==> config.mk <==
export PLATFORM = sky130hd
export DESIGN_NAME = bp_cfg_flit_tx
export DESIGN_NICKNAME = d
export VERILOG_FILES = /design/src/rtl/bp_cfg_flit_tx.sv
export SDC_FILE = /design/constraint.sdc
export NUM_CORES = 1
export LEC_CHECK = 0
export BUFFER_PORTS_ARGS = -buffer_cell sky130_fd_sc_hd__clkbuf_2
export CORE_MARGIN = 5
export CORE_UTILIZATION = 50
export DETAILED_ROUTE_END_ITERATION = 7
export GPL_TIMING_DRIVEN = 0
export PLACE_DENSITY = 0.83
export SLEW_MARGIN = 10
export SYNTH_ARGS = -nofsm -noshare
export SYNTH_HDL_FRONTEND = slang
export SYNTH_SLANG_ARGS = --single-unit
==> constraint.sdc <==
create_clock -name clk_i -period 3.6 [get_ports clk_i]
set_input_delay 0.18 -clock clk_i [delete_from_list [all_inputs] [get_ports clk_i]]
set_output_delay 0.18 -clock clk_i [all_outputs]
set_load 0.01 [all_outputs]
==> src/rtl/bp_cfg_flit_tx.sv <==
// Config-link transmitter: accepts one config packet per handshake and
// serializes it, LSB first and behind a length header, into fixed-width flits.
module bp_cfg_flit_tx #(
  parameter int cfg_core_width_p = 8,
  parameter int cfg_addr_width_p = 16,
  parameter int cfg_data_width_p = 64,
  parameter int flit_width_p     = 30,
  parameter int len_width_p      = 5
) (
  input  logic                        clk_i,
  input  logic                        reset_n_i,
  input  logic                        cfg_w_v_i,
  input  logic [cfg_core_width_p-1:0] cfg_core_i,
  input  logic [cfg_addr_width_p-1:0] cfg_addr_i,
  input  logic [cfg_data_width_p-1:0] cfg_data_i,
  input  logic                        cfg_v_i,
  output logic                        cfg_ready_o,
  output logic [flit_width_p-1:0]     link_data_o,
  output logic                        link_v_o,
  input  logic                        link_ready_i
);

  localparam int payload_w = 1 + cfg_core_width_p + cfg_addr_width_p + cfg_data_width_p;
  localparam int frame_w   = len_width_p + payload_w;
  localparam int num_flits = (frame_w + flit_width_p - 1) / flit_width_p;
  localparam int pad_w     = num_flits * flit_width_p;
  localparam int cnt_w     = (num_flits > 1) ? $clog2(num_flits) : 1;

  localparam logic [len_width_p-1:0] c_len = len_width_p'(num_flits - 1);
  localparam logic [cnt_w-1:0]       c_last_cnt = cnt_w'(num_flits - 1);

  // The length header must be able to encode the flit count minus one.
  generate
    if ((num_flits - 1) >= (1 << len_width_p)) begin : g_len_chk
      $error("bp_cfg_flit_tx: len_width_p too small for num_flits");
    end
  endgenerate

  typedef enum logic [1:0] {
    e_reset,
    e_idle,
    e_send
  } state_e;

  state_e                  r_state;
  logic [cnt_w-1:0]        r_cnt;
  logic [pad_w-1:0]        r_frame;
  logic                    r_ready;
  logic                    r_link_v;

  logic [pad_w-1:0]        w_frame_in;
  logic [flit_width_p-1:0] w_flits [num_flits];
  logic                    w_last;

  // Frame assembled from the inputs; the cast zero-pads up to a whole flit count.
  assign w_frame_in = pad_w'({cfg_data_i, cfg_addr_i, cfg_core_i, cfg_w_v_i, c_len});

  // Slice the registered frame into flits so the output is a plain mux.
  generate
    for (genvar gi = 0; gi < num_flits; gi++) begin : g_flit
      assign w_flits[gi] = r_frame[gi*flit_width_p +: flit_width_p];
    end
  endgenerate

  assign w_last      = (r_cnt == c_last_cnt);
  assign cfg_ready_o = r_ready;
  assign link_v_o    = r_link_v;
  assign link_data_o = w_flits[r_cnt];

  // Control FSM: capture a packet in idle, walk the flit counter in send.
  always_ff @(posedge clk_i or negedge reset_n_i) begin
    if (!reset_n_i) begin
      r_state  <= e_reset;
      r_cnt    <= '0;
      r_frame  <= '0;
      r_ready  <= 1'b0;
      r_link_v <= 1'b0;
    end else begin
      case (r_state)
        e_reset: begin
          r_state <= e_idle;
          r_ready <= 1'b1;
        end
        e_idle: begin
          if (cfg_v_i) begin
            r_state  <= e_send;
            r_frame  <= w_frame_in;
            r_cnt    <= '0;
            r_ready  <= 1'b0;
            r_link_v <= 1'b1;
          end
        end
        e_send: begin
          if (link_ready_i) begin
            if (w_last) begin
              r_state  <= e_idle;
              r_ready  <= 1'b1;
              r_link_v <= 1'b0;
            end else begin
              r_cnt <= r_cnt + 1'b1;
            end
          end
        end
        default: begin
          r_state  <= e_idle;
          r_ready  <= 1'b1;
          r_link_v <= 1'b0;
        end
      endcase
    end
  end

endmodule

==> results of run 1 <==
cell usage in the layout (no fill, tap or decap), drive strengths merged, types with 3 or more instances in the layout:
cell,instances
buf,19
mux2i,25
a22o,3
clkbuf,136
o21ai,28
mux2,91
dfrtp,95
nand2,28
clkinv,3
metrics by stage:
stage,setup slack (ps),power (uW),util [%],instance area (sq um),cells
final,1535,4770,62.33,5409,553
after CTS,1508,4828,62.33,5409,553
after global placement,1251,4011,59.62,5174,536
after floorplan,2209,3427,-,4418,304
after detailed placement,1896,4115,59.96,5204,537
after global routing,1403,5078,62.33,5409,553
final timing paths:
check                                        to  slack (ps)
worst max-delay path            link_data_o[10]        1540
worst min-delay path                r_frame[76]          50
worst max register to register      r_frame[57]        2170
worst min register to register      r_frame[66]         510
max in group asynchronous           r_frame[22]        2500
min in group asynchronous            r_frame[8]         430
cells by family (layout without fill, tap and decap cells):
family	Yosys count	after routing	share of synthesized area, %
compound gates	33	33	3.993
fa+ha+maj	1	1	0.2832
buf+inv	21	162	3.483
flops	95	95	53.81
mux	118	118	34.55
simple gates	36	36	3.880
state kept, by name, summed over array words and instances, names as in the netlist:
signal    cells
r_frame      90
r_cnt         2
r_state       2
link_v_o      1
area by class of cell:
cell class | count | area [sq um] | area share, %
clock inverters | 5 | 57.56 | 1.064
well taps | 108 | 135.1 | 2.498
clock buffers | 10 | 137.6 | 2.545
multi-input cells | 188 | 1887 | 34.88
inverters | 1 | 3.754 | 0.06940
repair buffers | 126 | 660.6 | 12.21
flip-flops and latches | 95 | 2377 | 43.95
plain buffers | 20 | 150.1 | 2.776
layer usage:
metal  part of all wire, %  global-route usage [%]
met5                     0                       0
met1                    42                   23.24
met2                    52                   33.29
met4                   1.3                   5.920
met3                   4.4                   3.724
power breakdown:
part / switching (uW) / leakage, uW / internal [uW]
sequential: 310 / 0.00111 / 1610
combinational: 912 / 0.00145 / 1240
clock: 366 / 0.000103 / 338
total: 1590 / 0.00266 / 3180
==> metrics, run 1 <==
outcome=complete, no violations; CP Buf/Inv Count=3; CTS Buf Count=9; CTS Root Cell=clkbuf_8; CP max-delay cell=dfrtp_1; sequential share of the synthesized area=53.81%; period utilisation layout=57.35%; Min-Delay Path Depth=2; grt ovf=0; Detailed Route Iter0 Violations=73; critical path's most frequent cell=buf_2; antenna violations before repair=0; launch point of the worst reg-to-reg path=r_state[1]; clk_lat worst skew=about 350 ps; Die W=104 um; relative slew slack=about 54%; worst vdd ir=0.3944 mV; power density over cell area=881.9 nW/um^2; WL final=about 10 mm; layout cells sized above 1=56.63%; syn avg cell area=14.53 sq um; hold_sp=cfg_data_i[46]; Setup CP Type=reg -> out; Hold Crit Class=in -> reg; WHS=47.22 ps; post-synthesis sequential element count=95; I/O Buffers=124; top cell type's share of synthesized area=roughly 54%; core box area=8678 sq um; DR vias=2876; Synth top cells by count=95 x dfrtp_1, 55 x mux2_4, 36 x mux2_2, 28 x nand2_1, 28 x o21ai_0; DRC viols=0; Area Growth Syn to Fin=22.43%; Least-Margin Pin Slew=688.7 ps; global-route wire length before repair=16.51 mm; Die Height=104 um; Resized cells post-CTS=0; Fin. Hold Viols=0; Crit. Startpoint=r_cnt[0]; number of global-route vias before repair=3305; hpwl dp=7.373 mm; minimum clock period=2065 ps; largest net degree at the start of global routing=50; Lkg Pwr=approximately 0.0027 uW; top-count cell post-synth=dfrtp_1; post-synth top area cell=dfrtp_1; Detailed Routing Iterations Pass 1=4; Final Max Slew Viols=0; Initial Utilization=50.91%; Final Skew=6.938 ps; crit-path cells=nor2b_1 > buf_2 > buf_2 > nand2_1 > o21ai_0 > clkbuf_2; highest clock rate=484.3 MHz; final setup vio count=0; CP required=3420 ps; Top FF cell, synth=dfrtp_1; cts hold-fix bufs=1; CP arrival=1880 ps; critical path capture point type=output pin; CTS tree=done; unrepaired setup endpoints after global routing=no; CP Depth=6; max incr delay on CP=500 ps; Max Cap Viol=0; Gate Count Post-Synth=304; number of top-level pins=125; Layout fillers=between 700 and 800; site row count=34; routability congestion estimate=0.7929; H-tree Lvls=3; async set-reset flop share out of synthesis=100.0%; Post-CTS Setup Inserts=0; CTS clk-pin slew, worst paths=90 ps; final setup TNS=0 ps; DRT antenna net count=0; detail-routed via count per cell=around 5.2; ANT cells=0; Synth Cell Area=4418 sq um; Unique masters post-synth=21; routed len/inst=18.06 um; Synth Net Count=398; synth warn=0; Top delay family on crit path=buffers and inverters; Post-synth EDFFs=0; R2R depth=4; die area=between 10000 and 15000 sq um; CTS Buffer Depth=2; top cells by area, synth=dfrtp_1 54%, mux2_4 19%, mux2_2 9.2%; Crit Path Max Fanout=10; CP Launch Type=flip-flop; Sink Count=95; all-layer global routing usage=around a fifth; post-layout net count=535
Power figures use the tool's default switching activity.
==> inputs of run 2 (changes only) <==
--- a/config.mk
+++ b/config.mk
@@ -7,10 +7,10 @@
 export LEC_CHECK = 0
 export BUFFER_PORTS_ARGS = -buffer_cell sky130_fd_sc_hd__clkbuf_2
 export CORE_MARGIN = 5
-export CORE_UTILIZATION = 50
+export CORE_UTILIZATION = 47
 export DETAILED_ROUTE_END_ITERATION = 7
 export GPL_TIMING_DRIVEN = 0
-export PLACE_DENSITY = 0.83
+export PLACE_DENSITY = 0.82
 export SLEW_MARGIN = 10
 export SYNTH_ARGS = -nofsm -noshare
 export SYNTH_HDL_FRONTEND = slang
==> constraint.sdc (replaced) <==
create_clock -name clk_i -period 1.7 [get_ports clk_i]
set_input_delay 0.085 -clock clk_i [delete_from_list [all_inputs] [get_ports clk_i]]
set_output_delay 0.085 -clock clk_i [all_outputs]
set_load 0.01 [all_outputs]
==> metrics, run 2 (synthesis results as in run 1) <==
outcome=finished, violations left; failing checks=negative setup slack; power density over cell area=1680 nW/um^2; CTS Buf Count=9; Die W=107.0 um; max reg flops=90; CTS tree=done; layout cells sized above 1=48.89%; Hold Crit Class=in -> reg; period utilisation layout=100.2%; I/O Buffers=124; relative slew slack=59.95%; Detailed Routing Iterations Pass 1=4; Setup CP Type=reg -> out; die area=11440 sq um; crit-path cells=buf_6 > nor2b_1 > buf_4 > buf_8 > nand2_1 > o21ai_1 > buf_2; highest clock rate=just under 600 MHz; Design Area, Final=6511 sq um; hpwl dp=7.268 mm; global-route wire length before repair=a little under 20 mm; clk_lat worst skew=between 300 and 400 ps; Die Height=107.0 um; CTS clk-pin slew, worst paths=90 ps; site row count=35; final setup TNS=-3.715 ps; dpl cells=540; Flop pwr share=37.8%; core box area=9196 sq um; CTS Root Cell=clkbuf_8; H-tree Lvls=3; Max Cap Viol=0; Crit Path Max Fanout=10; Least-Margin Pin Slew=600.7 ps; Area Growth Syn to Fin=47.38%; CP max-delay cell=dfrtp_1; DRC viols=0; minimum clock period=1704 ps; Sw Ratio=33.32%; Sink Count=95; Top delay family on crit path=buffers and inverters; max incr delay on CP=400 ps; CP arrival=1620 ps; number of top-level pins=125; CP required=about 1600 ps; Int Pwr=7292 uW; antenna violations before repair=0; fin cells=653; ANT cells=0; worst vdd ir=0.9968 mV; CP Launch Type=flip-flop; post-layout net count=631; Power, Total=about 11000 uW; Initial Utilization=48.04%; Post-Place Cell Area=5207 sq um; WL final=between 10 and 15 mm; Psw=roughly 3600 uW; detail-routed via count per cell=5.046; Clk pwr share=15.0%; largest reg by FF count=r_frame; Final Max Slew Viols=0; CP Buf/Inv Count=4; biggest regs=r_frame: 90 flops, r_cnt: 2 flops, r_state: 2 flops; Detailed Route Iter0 Violations=180; routability congestion estimate=0.7675; critical path capture point type=output pin; Lkg Pwr=0.003115 uW; DRT antenna net count=0; Final Skew=9.434 ps; unrepaired setup endpoints after global routing=yes; grt ovf=0; highest-count cells in the layout ignoring fill and taps=100 x clkbuf_2, 94 x dfrtp_1, 90 x dlygate4sd3_1, 55 x mux2_4, 36 x mux2_2; all-layer global routing usage=about 22%; CTS Buffer Depth=2; most common cell after layout, fill and taps aside=clkbuf_2; final core occ=70.80%; Comb pwr share=47.2%; largest net degree at the start of global routing=55; number of global-route vias before repair=3795; worst setup margin=-3.715 ps; routed len/inst=18.92 um; final setup vio count=1; DR vias=3295; Fin. Hold Viols=0
[run 2: area by class of cell]
cell class | instances | area (sq um)
well taps | 111 | 138.9
multi-input cells | 188 | 1906
plain buffers | 20 | 209.0
fillers | 599 | 2685
flip-flops and latches | 95 | 2379
repair buffers | 222 | 1653
clock buffers | 11 | 141.4
inverters | 1 | 3.754
clock inverters | 5 | 81.33
[run 2: power by group through the flow]
stage	clock, uW	sequential (uW)	combinational [uW]
2_1_floorplan	0	3890	3360
4_1_cts	1690	4060	4990
3_5_place_dp	0	4090	4630
5_1_grt	1750	4260	5530
3_3_place_gp	0	4010	4490
6_report	1640	4130	5160
[run 2: final timing paths]
path	start	to	slack [ps]	depth (start not counted)
setup / recovery	r_cnt[1]	link_data_o[5]	-4	7
hold reg to reg	r_frame[72]	r_frame[72]	510	1
setup reg to reg	r_state[0]	r_frame[36]	290	4
min in group asynchronous	reset_n_i	r_frame[6]	300	2
hold / removal	cfg_v_i	link_v_o	90	3
max in group asynchronous	reset_n_i	r_frame[53]	730	3
[run 2: metal layers]
metal  share of wire, %  GRT usage [%]  up-vias
li1                   -              -     1539
met1                 40          25.01     1631
met2                 54          40.69      101
met3                3.8          4.214       24
met4                2.4          9.954        0
met5                  0              0        -
[run 2: worst reg2reg max path: cells and delay by family, from the launching register on]
kind,cells,cell delay [ps]
AND/OR/NAND/NOR,1,120
multiplexers,1,340
flip-flops,1,450
buffers and inverters,2,400
[run 2: what timing repair did]
action,CTS,global route
hold buffers,90,0
hold endpoints to repair,130,0
resized for setup,25,49
pin swaps,1,0
buffers inserted,3,2
setup endpoints to repair,25,29
cloned,1,1
[run 2: per-stage QoR]
stage                     hold slack, ps  setup WS (ps)
final                              87.06         -3.715
after CTS                          43.77         -10.42
after detailed placement           151.8          125.6
after floorplan                   -210.6          404.4
after global placement             317.5         -569.5
after global routing               74.17         -84.76
==> inputs of run 3 (changes only) <==
--- a/config.mk
+++ b/config.mk
@@ -6,8 +6,10 @@
 export NUM_CORES = 1
 export LEC_CHECK = 0
 export BUFFER_PORTS_ARGS = -buffer_cell sky130_fd_sc_hd__clkbuf_2
+export CELL_PAD_IN_SITES_DETAIL_PLACEMENT = 1
+export CELL_PAD_IN_SITES_GLOBAL_PLACEMENT = 1
 export CORE_MARGIN = 5
-export CORE_UTILIZATION = 47
+export CORE_UTILIZATION = 38
 export DETAILED_ROUTE_END_ITERATION = 7
 export GPL_TIMING_DRIVEN = 0
 export PLACE_DENSITY = 0.82
==> metrics, run 3 (synthesis results as in run 1) <==
routed len/inst=21.06 um; CTS Buffer Depth=2; CP Launch Type=flip-flop; R2R depth=6; highest-count cells in the layout ignoring fill and taps=101 x clkbuf_2, 94 x dfrtp_1, 89 x dlygate4sd3_1, 55 x mux2_4, 36 x mux2_2; grt ovf=0; number of top-level pins=about 130; Top delay family on crit path=buffers and inverters; Min-Delay Path Depth=2; reg-to-reg endpoint=r_cnt[0]; CTS Buf Count=9; Lkg Pwr=0.003170 uW; Final Skew=4.993 ps; max incr delay on CP=360 ps; layout cells sized above 1=50.55%; Psw=3908 uW; DRC viols=0; I/O Buffers=124; final setup TNS=0 ps; routability congestion estimate=0.7682; site row count=39; reg2reg setup slack=approximately 280 ps; hpwl dp=8.062 mm; Hold Crit Class=in -> reg; Die Height=117.8 um; global-route wire length before repair=about 23 mm; most common cell after layout, fill and taps aside=clkbuf_2; post-layout net count=~630; ANT cells=0; DRT antenna net count=0; worst vdd ir=0.7093 mV; launch point of the worst reg-to-reg path=r_cnt[1]; core box area=about 11000 sq um; CP required=1620 ps; Fin. Hold Viols=0; worst setup margin=9.500 ps; relative slew slack=49.49%; die area=13880 sq um; Detailed Route Iter0 Violations=about 160; CTS tree=done; Int Pwr=7721 uW; Hold Path Sink=r_frame[19]; Area Growth Syn to Fin=51.18%; Clk pwr share=17.5%; DR vias=approximately 3400; CP Buf/Inv Count=3; Initial Utilization=between 30 and 40%; CTS clk-pin slew, worst paths=70 ps; largest net degree at the start of global routing=96; unrepaired setup endpoints after global routing=yes; antenna violations before repair=0; number of global-route vias before repair=about 4000; highest clock rate=591.5 MHz; critical path capture point type=output pin; outcome=complete, no violations; CP arrival=1610 ps; final setup vio count=0; Die W=around 120 um; Comb pwr share=around 47%; clk_lat worst skew=340 ps; CTS Root Cell=clkbuf_16; CP max-delay cell=dfrtp_1; biggest regs=r_frame: 90 flops, r_cnt: 2 flops, r_state: 2 flops; detail-routed via count per cell=4.911; Layout fillers=1177; Sw Ratio=33.61%; H-tree Lvls=3; Setup CP Type=reg -> out; minimum clock period=1691 ps; Flop pwr share=35.8%; Least-Margin Pin Slew=757.7 ps; crit-path cells=buf_6 > buf_4 > mux2_2 > a22o_1 > clkbuf_2; Crit Path Max Fanout=4; Max Cap Viol=0; all-layer global routing usage=21.22%; Detailed Routing Iterations Pass 1=4; max reg flops=90; post-place setup slack=48.90 ps; period utilisation layout=99.44%; WL final=14.47 mm; Final Max Slew Viols=0; power density over cell area=1741 nW/um^2; Sink Count=95; largest reg by FF count=r_frame; hold_sp=cfg_addr_i[5]
run 3: cell types whose count changed in the layout (fill, tap and decap cells not counted), moves of 2 or more:
| cell | previous run | this run |
|---|---|---|
| o21ai_1 | 22 | 11 |
| nand2_1 | 28 | 26 |
| clkbuf_1 | 1 | 3 |
| mux2i_2 | 0 | 4 |
| clkbuf_16 | 1 | 11 |
| buf_6 | 10 | 12 |
| buf_4 | 6 | 4 |
| o21ai_2 | 1 | 4 |
| nand2_2 | 0 | 2 |
| o21ai_0 | 5 | 13 |
| mux2i_1 | 24 | 21 |
| clkbuf_8 | 10 | 2 |
run 3: what timing repair did:
action	4_1_cts	5_1_grt
hold buffers	88	1
endpoints found under the hold margin	182	1
buffers inserted	7	1
setup endpoints to repair	25	28
resized for setup	26	50
pin swaps	1	2
gates cloned	1	2
run 3: worst max-delay path by stage:
stage,start,end,cells after the start
floorplan,r_cnt[1],link_data_o[10],5
CTS,r_cnt[1],link_data_o[29],6
detailed placement,r_cnt[0],link_data_o[26],6
global route,r_cnt[1],link_data_o[24],7
global placement,reset_n_i,r_frame[69],1
finish,r_cnt[1],link_data_o[3],5
run 3: area by class of cell:
type	instances	area (sq um)	share of cell area, %
Buffer	20	212.7	3.185
Clock buffer	13	250.2	3.747
Clock inverter	3	42.54	0.6369
Inverter	1	3.754	0.05620
Multi-Input combinational cell	188	1927	28.85
Sequential cell	95	2379	35.61
Tap cell	143	178.9	2.679
Timing Repair Buffer	224	1685	25.23
run 3: per-stage QoR:
| stage | hold slack [ps] | power (uW) | cell area (sq um) | util, % | cells |
|---|---|---|---|---|---|
| final | 5.849 | 11630 | 6679 | 58.49 | 687 |
| after global routing | 3.885 | 12340 | 6679 | 58.49 | 687 |
| after CTS | 1.212 | 11300 | 6551 | 57.37 | 683 |
| after detailed placement | 223.2 | 8815 | 5226 | 45.77 | 571 |
| after global placement | 318.1 | 8582 | 5218 | 45.69 | 571 |
| after floorplan | -210.6 | 7257 | 4418 | - | 304 |
run 3: power by group through the flow:
stage / clock [uW] / sequential [uW] / combinational (uW)
2_1_floorplan: 0 / 3890 / 3360
3_3_place_gp: 0 / 4010 / 4570
3_5_place_dp: 0 / 4110 / 4710
4_1_cts: 2070 / 4090 / 5140
5_1_grt: 2180 / 4290 / 5860
6_report: 2040 / 4160 / 5430
run 3: worst register-to-register path: cells and delay by family (launching register included):
kind | cells | cell delay, ps
fa+ha+maj | 1 | 180
simple gates | 2 | 390
buf+inv | 2 | 250
compound gates | 1 | 90
flops | 1 | 390
run 3: metal layers:
metal	routed length [um]	global-route usage (%)	vias to the layer above
li1	-	-	1548
met1	5795	24.62	1711
met2	7834	38.86	95
met3	521	3.844	20
met4	314	7.599	0
met5	0	0	-
